**src/rtl/icache_refill_responder.sv**
```systemverilog
// Memory-side responder for I$ refills: one line-aligned burst per acquire, beats assembled into
// a full line and returned as a single-cycle grant, with coherence invalidates forwarded to the I$.
module icache_refill_responder #(
   parameter int unsigned PADDR_W    = 40,
   parameter int unsigned LINE_W     = 512,
   parameter int unsigned MEM_DATA_W = 64
) (
   input  logic                  clk_i,
   input  logic                  rst_i,
   input  logic                  acquire_valid_i,
   input  logic [PADDR_W-1:0]    acquire_paddr_i,
   output logic                  grant_valid_o,
   output logic [LINE_W-1:0]     grant_data_o,
   output logic [1:0]            grant_addr_beat_o,
   output logic                  grant_inval_o,
   output logic [11:0]           grant_inval_addr_o,
   output logic                  mem_req_valid_o,
   input  logic                  mem_req_ready_i,
   output logic [PADDR_W-1:0]    mem_req_addr_o,
   input  logic                  mem_rsp_valid_i,
   input  logic [MEM_DATA_W-1:0] mem_rsp_data_i,
   input  logic                  mem_rsp_err_i,
   input  logic                  inval_valid_i,
   input  logic [PADDR_W-1:0]    inval_addr_i,
   output logic                  busy_o,
   output logic                  overflow_o,
   output logic                  err_o
);

   localparam int unsigned BEATS = LINE_W / MEM_DATA_W;
   localparam int unsigned CNT_W = (BEATS > 1) ? $clog2(BEATS) : 1;
   localparam int unsigned OFF_W = $clog2(LINE_W / 8);
   localparam logic [PADDR_W-1:0] LINE_MASK = {{(PADDR_W - OFF_W){1'b1}}, {OFF_W{1'b0}}};

   typedef enum logic [1:0] {StIdle, StReq, StCollect, StGrant} state_e;

   state_e                state_q, state_d;
   logic [PADDR_W-1:0]    addr_q;
   logic                  pend_valid_q;
   logic [PADDR_W-1:0]    pend_addr_q;
   logic [CNT_W-1:0]      cnt_q;
   logic [MEM_DATA_W-1:0] beat_q [BEATS-1];
   logic [LINE_W-1:0]     grant_data_q;
   logic                  stale_q, replay_q;
   logic [11:0]           replay_addr_q;
   logic                  inv_valid_q;
   logic [11:0]           inv_addr_q;
   logic                  overflow_q, err_q;

   logic                  latch, acq_held, beat_fire, last_beat, stale_hit;
   logic [PADDR_W-1:0]    sel_addr;
   logic [MEM_DATA_W-1:0] beat_data;

   always_comb begin
      latch     = (state_q == StIdle) && (pend_valid_q || acquire_valid_i);
      sel_addr  = pend_valid_q ? pend_addr_q : acquire_paddr_i;
      // An acquire not taken directly this cycle goes to the pending slot
      acq_held  = acquire_valid_i && ((state_q != StIdle) || pend_valid_q);
      beat_fire = (state_q == StCollect) && mem_rsp_valid_i;
      last_beat = beat_fire && (cnt_q == CNT_W'(BEATS - 1));
      beat_data = mem_rsp_err_i ? '0 : mem_rsp_data_i;
      stale_hit = inval_valid_i && ((state_q == StReq) || (state_q == StCollect)) &&
                  (((inval_addr_i ^ addr_q) & LINE_MASK) == '0);
   end

   always_ff @(posedge clk_i or posedge rst_i) begin
      if (rst_i) begin
         state_q <= StIdle;
      end else begin
         state_q <= state_d;
      end
   end

   always_comb begin
      state_d = state_q;
      unique case (state_q)
         StIdle:    if (pend_valid_q || acquire_valid_i) state_d = StReq;
         StReq:     if (mem_req_ready_i) state_d = StCollect;
         StCollect: if (last_beat) state_d = StGrant;
         StGrant:   state_d = StIdle;
         default:   state_d = StIdle;
      endcase
   end

   always_comb begin
      busy_o          = (state_q != StIdle);
      mem_req_valid_o = (state_q == StReq);
      grant_valid_o   = (state_q == StGrant);
   end

   always_ff @(posedge clk_i or posedge rst_i) begin
      if (rst_i) begin
         addr_q       <= '0;
         pend_valid_q <= 1'b0;
         pend_addr_q  <= '0;
         overflow_q   <= 1'b0;
      end else begin
         if (latch) begin
            addr_q <= sel_addr & LINE_MASK;
         end
         if (latch && pend_valid_q) begin
            pend_valid_q <= 1'b0;
         end
         if (acq_held) begin
            if (pend_valid_q && (state_q != StIdle)) begin
               overflow_q <= 1'b1;
            end else begin
               pend_valid_q <= 1'b1;
               pend_addr_q  <= acquire_paddr_i;
            end
         end
      end
   end

   always_ff @(posedge clk_i or posedge rst_i) begin
      if (rst_i) begin
         cnt_q        <= '0;
         err_q        <= 1'b0;
         grant_data_q <= '0;
         for (int i = 0; i < BEATS - 1; i++) beat_q[i] <= '0;
      end else begin
         if ((state_q == StReq) && mem_req_ready_i) begin
            cnt_q <= '0;
         end else if (beat_fire) begin
            cnt_q <= cnt_q + CNT_W'(1);
         end
         if (beat_fire && mem_rsp_err_i) begin
            err_q <= 1'b1;
         end
         for (int i = 0; i < BEATS - 1; i++) begin
            if (beat_fire && (cnt_q == CNT_W'(i))) beat_q[i] <= beat_data;
         end
         // Output line only changes when a new one completes
         if (last_beat) begin
            for (int i = 0; i < BEATS - 1; i++) begin
               grant_data_q[i*MEM_DATA_W +: MEM_DATA_W] <= beat_q[i];
            end
            grant_data_q[(BEATS-1)*MEM_DATA_W +: MEM_DATA_W] <= beat_data;
         end
      end
   end

   always_ff @(posedge clk_i or posedge rst_i) begin
      if (rst_i) begin
         stale_q       <= 1'b0;
         replay_q      <= 1'b0;
         replay_addr_q <= '0;
         inv_valid_q   <= 1'b0;
         inv_addr_q    <= '0;
      end else begin
         inv_valid_q <= inval_valid_i;
         inv_addr_q  <= inval_addr_i[15:4];
         if (latch) begin
            stale_q <= 1'b0;
         end else if (stale_hit) begin
            stale_q <= 1'b1;
         end
         // External invalidates win; replay waits for a free slot
         if ((state_q == StGrant) && stale_q) begin
            replay_q      <= 1'b1;
            replay_addr_q <= addr_q[15:4];
         end else if (replay_q && !inv_valid_q) begin
            replay_q <= 1'b0;
         end
      end
   end

   assign grant_inval_o      = inv_valid_q || replay_q;
   assign grant_inval_addr_o = inv_valid_q ? inv_addr_q : replay_addr_q;
   assign grant_data_o       = grant_data_q;
   assign grant_addr_beat_o  = 2'b00;
   assign mem_req_addr_o     = addr_q;
   assign overflow_o         = overflow_q;
   assign err_o              = err_q;

endmodule

```
**config.mk**
```make
export PLATFORM = sky130hd
export DESIGN_NAME = icache_refill_responder
export DESIGN_NICKNAME = d
export VERILOG_FILES = /design/src/rtl/icache_refill_responder.sv
export SDC_FILE = /design/constraint.sdc
export NUM_CORES = 2
export LEC_CHECK = 0
export CORE_AREA = 2 2 291 293
export CTS_CLUSTER_SIZE = 30
export DETAILED_ROUTE_END_ITERATION = 6
export DIE_AREA = 0 0 293 295
export HOLD_SLACK_MARGIN = 0.06
export PLACE_DENSITY = 0.77
export SYNTH_ARGS = -nofsm -noshare
export SYNTH_HDL_FRONTEND = slang
export SYNTH_SLANG_ARGS = --single-unit
export TNS_END_PERCENT = 20
```
**constraint.sdc**
```tcl
create_clock -name clk_i -period 55.4 [get_ports clk_i]
set_clock_uncertainty 0.05 [all_clocks]
set_input_delay 13.85 -clock clk_i [delete_from_list [all_inputs] [get_ports clk_i]]
set_output_delay 13.85 -clock clk_i [all_outputs]
set_load 0.01 [all_outputs]
```
==> metrics.cfg <==
[status]
outcome=complete, no violations

[synth]
synth_ff_type=dfrtp_1
synth-edff-count=0
syn_avg_cell_area_sq_um=13.6
synth_seq_cells=1061
yosysWarningCount=0
syn_area_sq_um=41400
synthDistinctLibCells=36
synth-async-reset-ratio_pct=100
syn_inst=3045
yosysSeqAreaShare_pct=64.2

[final_layout]
nets=3861
area_growth_pct=27.2
drive_above_1_share_pct=19.0
fin_area_sq_um=52600

[grt]
overflow=0
grt_pass1_vias=26100
grt_max_degree=180
grtUsageTotal_pct=24.4
grt_pass1_wl_mm=161
antenna_found_initial=2

[place]
place_hpwl_mm=68.8
place_area_sq_um=48900
pre_cts_ws_ps=35630
io_buffers=704
place_congestion=0.827

[timing]
fin_crit_ps=18830
max_freq_mhz=53.1
setup_violations=0
rsz0062_at_grt=no
report.final.slew_viol_count=0
slew-limit-headroom_pct=22.2
hold_viol=0
min_period_over_period_pct=34.0
final.setup.worst_slack_ps=36570
worst_slew_pin_slew_ps=1170
tns_ps=0

[critical_path]
worstReg2RegEnd=grant_data_o[316]
rr_startpoint=state_q[0]
worstPathRequired_ps=55990
worst-setup-path-type=primary input to async pin
critPathMaxFanout=154
cp.arrival_ps=19420
cp-end-kind=async pin
cp-start-kind=primary input
worstSetupEndpoint=beat_q[155]
regToRegSetupSlack_ps=50100
r2r_cells=8
cp-startpoint=rst_i

[clock_tree]
numCtsBuffers=106
cts_tree=built
clock_path_buffers=3
clk_latency_ps=660
clk_pin_slew_ps=60
clkSinkCount=1061
cts_resized=0
htreeDepth=3
hold_buffers=0
root_buffer=clkbuf_16
postCtsSetupBuffers=0

[flow_run]
maxCapViolCount=0

[power_and_ir_drop]
peakVddDrop_mv=0.0287
power_density_nw_per_um2=41.1
leakagePower_nw=25.6

[die]
core-area_sq_um=83200
io_pins=723
die_w_um=293
start_util_pct=49.8
fp.dieH_um=295
row_count=106
dieArea_sq_um=86400

[drt]
wl_per_cell_um=21.8
drt_pre_antenna_iters=4
drt_iter0_markers=1658
remaining_drc_errors=0
num_vias=25300
wirelength_mm=106
viasPerCell=5.20
ant_nets=0

[worst_hold_path]
hold_path.class=register to register

Yosys cell counts, types with 2 or more instances:
cell | number | area share (%)
mux2_2 | 54 | 1.5
mux2_4 | 448 | 16
xnor2_1 | 29 | 0.61
clkbuf_1 | 100 | 0.91
and2_1 | 3 | 0.045
mux2i_1 | 35 | 0.85
buf_2 | 19 | 0.23
nand2_1 | 552 | 5.0
nor2b_1 | 2 | 0.030
o21ai_0 | 547 | 6.6
buf_6 | 52 | 1.4
buf_4 | 8 | 0.15
nand4_1 | 9 | 0.14
buf_1 | 10 | 0.091
nand3_1 | 5 | 0.060
a21oi_1 | 2 | 0.024
ha_1 | 10 | 0.30
inv_1 | 7 | 0.064
nor4_1 | 3 | 0.045
nor3_1 | 2 | 0.024
dfrtp_1 | 1061 | 64
nand2b_1 | 64 | 0.97
buf_8 | 4 | 0.15
xor2_1 | 7 | 0.15
where the power goes:
group          leakage [nW]  switching (W)  total (W)  internal [W]
Clock                  1.81       0.000309   0.000748      0.000438
Sequential             14.4      0.0000943    0.00103      0.000934
Combinational          9.32       0.000196   0.000386      0.000190
Total                  25.6       0.000600    0.00216       0.00156
worst min-delay path by stage:
stage,startpoint,endpoint,slack [ps],cells past startpoint
2_1_floorplan,replay_q,replay_q,390,2
3_3_place_gp,err_o,err_o,390,1
3_5_place_dp,err_o,err_o,410,1
4_1_cts,err_o,err_o,430,1
5_1_grt,beat_q[372],grant_data_o[116],440,1
6_report,err_o,err_o,420,1
flip-flops by register name, summed over array words and instances (netlist names):
signal and cells:
replay_addr_q 10, beat_q 448, state_q 2, mem_req_addr_o 34, pend_addr_q 34, overflow_o 1, pend_valid_q 1, inv_addr_q 12
inv_valid_q 1, stale_q 1, grant_data_o 512, replay_q 1, cnt_q 3, err_o 1
worst max-delay path, stage by stage:
cell and delay, ps:
clkdlybuf4s50_1 490, inv_8 580, buf_4 850, buf_12 660, buf_4 840, buf_4 900, buf_4 900
placed cells by master, fill, tap and decap left out, types with 9 or more instances in the layout:
master and n:
dfrtp_1 1060, clkdlybuf4s50_1 703, nand2_1 551, o21ai_0 547, mux2_4 448, clkbuf_16 106, nand2b_1 64, mux2_2 54
mux2i_1 35, xnor2_1 29, clkbuf_8 28, buf_4 25, clkbuf_1 17, clkinv_2 17, ha_1 10, bufinv_16 10
nand4_1 9
layout make-up:
class | instances | area [sq um]
clock inverter | 41 | 604
antenna | 3 | 7.51
sequential | 1061 | 26600
fill | 6108 | 30500
clock buffer | 151 | 3100
timing repair buffer | 733 | 7310
tap | 1080 | 1350
inverter | 7 | 33.8
multi-input combinational | 1791 | 13700
through the flow:
stage | util [%] | total power, W | cells | hold WS [ps]
3_3_place_gp | 58.8 | 0.00140 | 4672 | 394
3_5_place_dp | 58.8 | 0.00143 | 4672 | 410
5_1_grt | 63.3 | 0.00227 | 4865 | 440
2_1_floorplan | - | 0.00125 | 3052 | 392
4_1_cts | 63.3 | 0.00218 | 4864 | 427
6_report | 63.3 | 0.00216 | 4867 | 425
cell families after synthesis:
kind of cell	count (synthesis)	synth area share (%)
DFF	1061	64.2
and+or+nand+nor	643	6.39
AOI/OAI and AO/OA	556	6.79
muxes	537	18.6
buffers and inverters	200	3.00
xor gates and xnor gates	36	0.762
adders and majority gates	11	0.327
other	1	0.00906
routing by layer:
layer / vias to the layer above / track usage, % / wire length [um]
li1: 11600 / - / -
met1: 12800 / 31.6 / 43600
met2: 691 / 38.8 / 50300
met3: 213 / 5.86 / 6880
met4: 0 / 11.9 / 5290
met5: - / 0 / 0
Power figures use the tool's default switching activity.
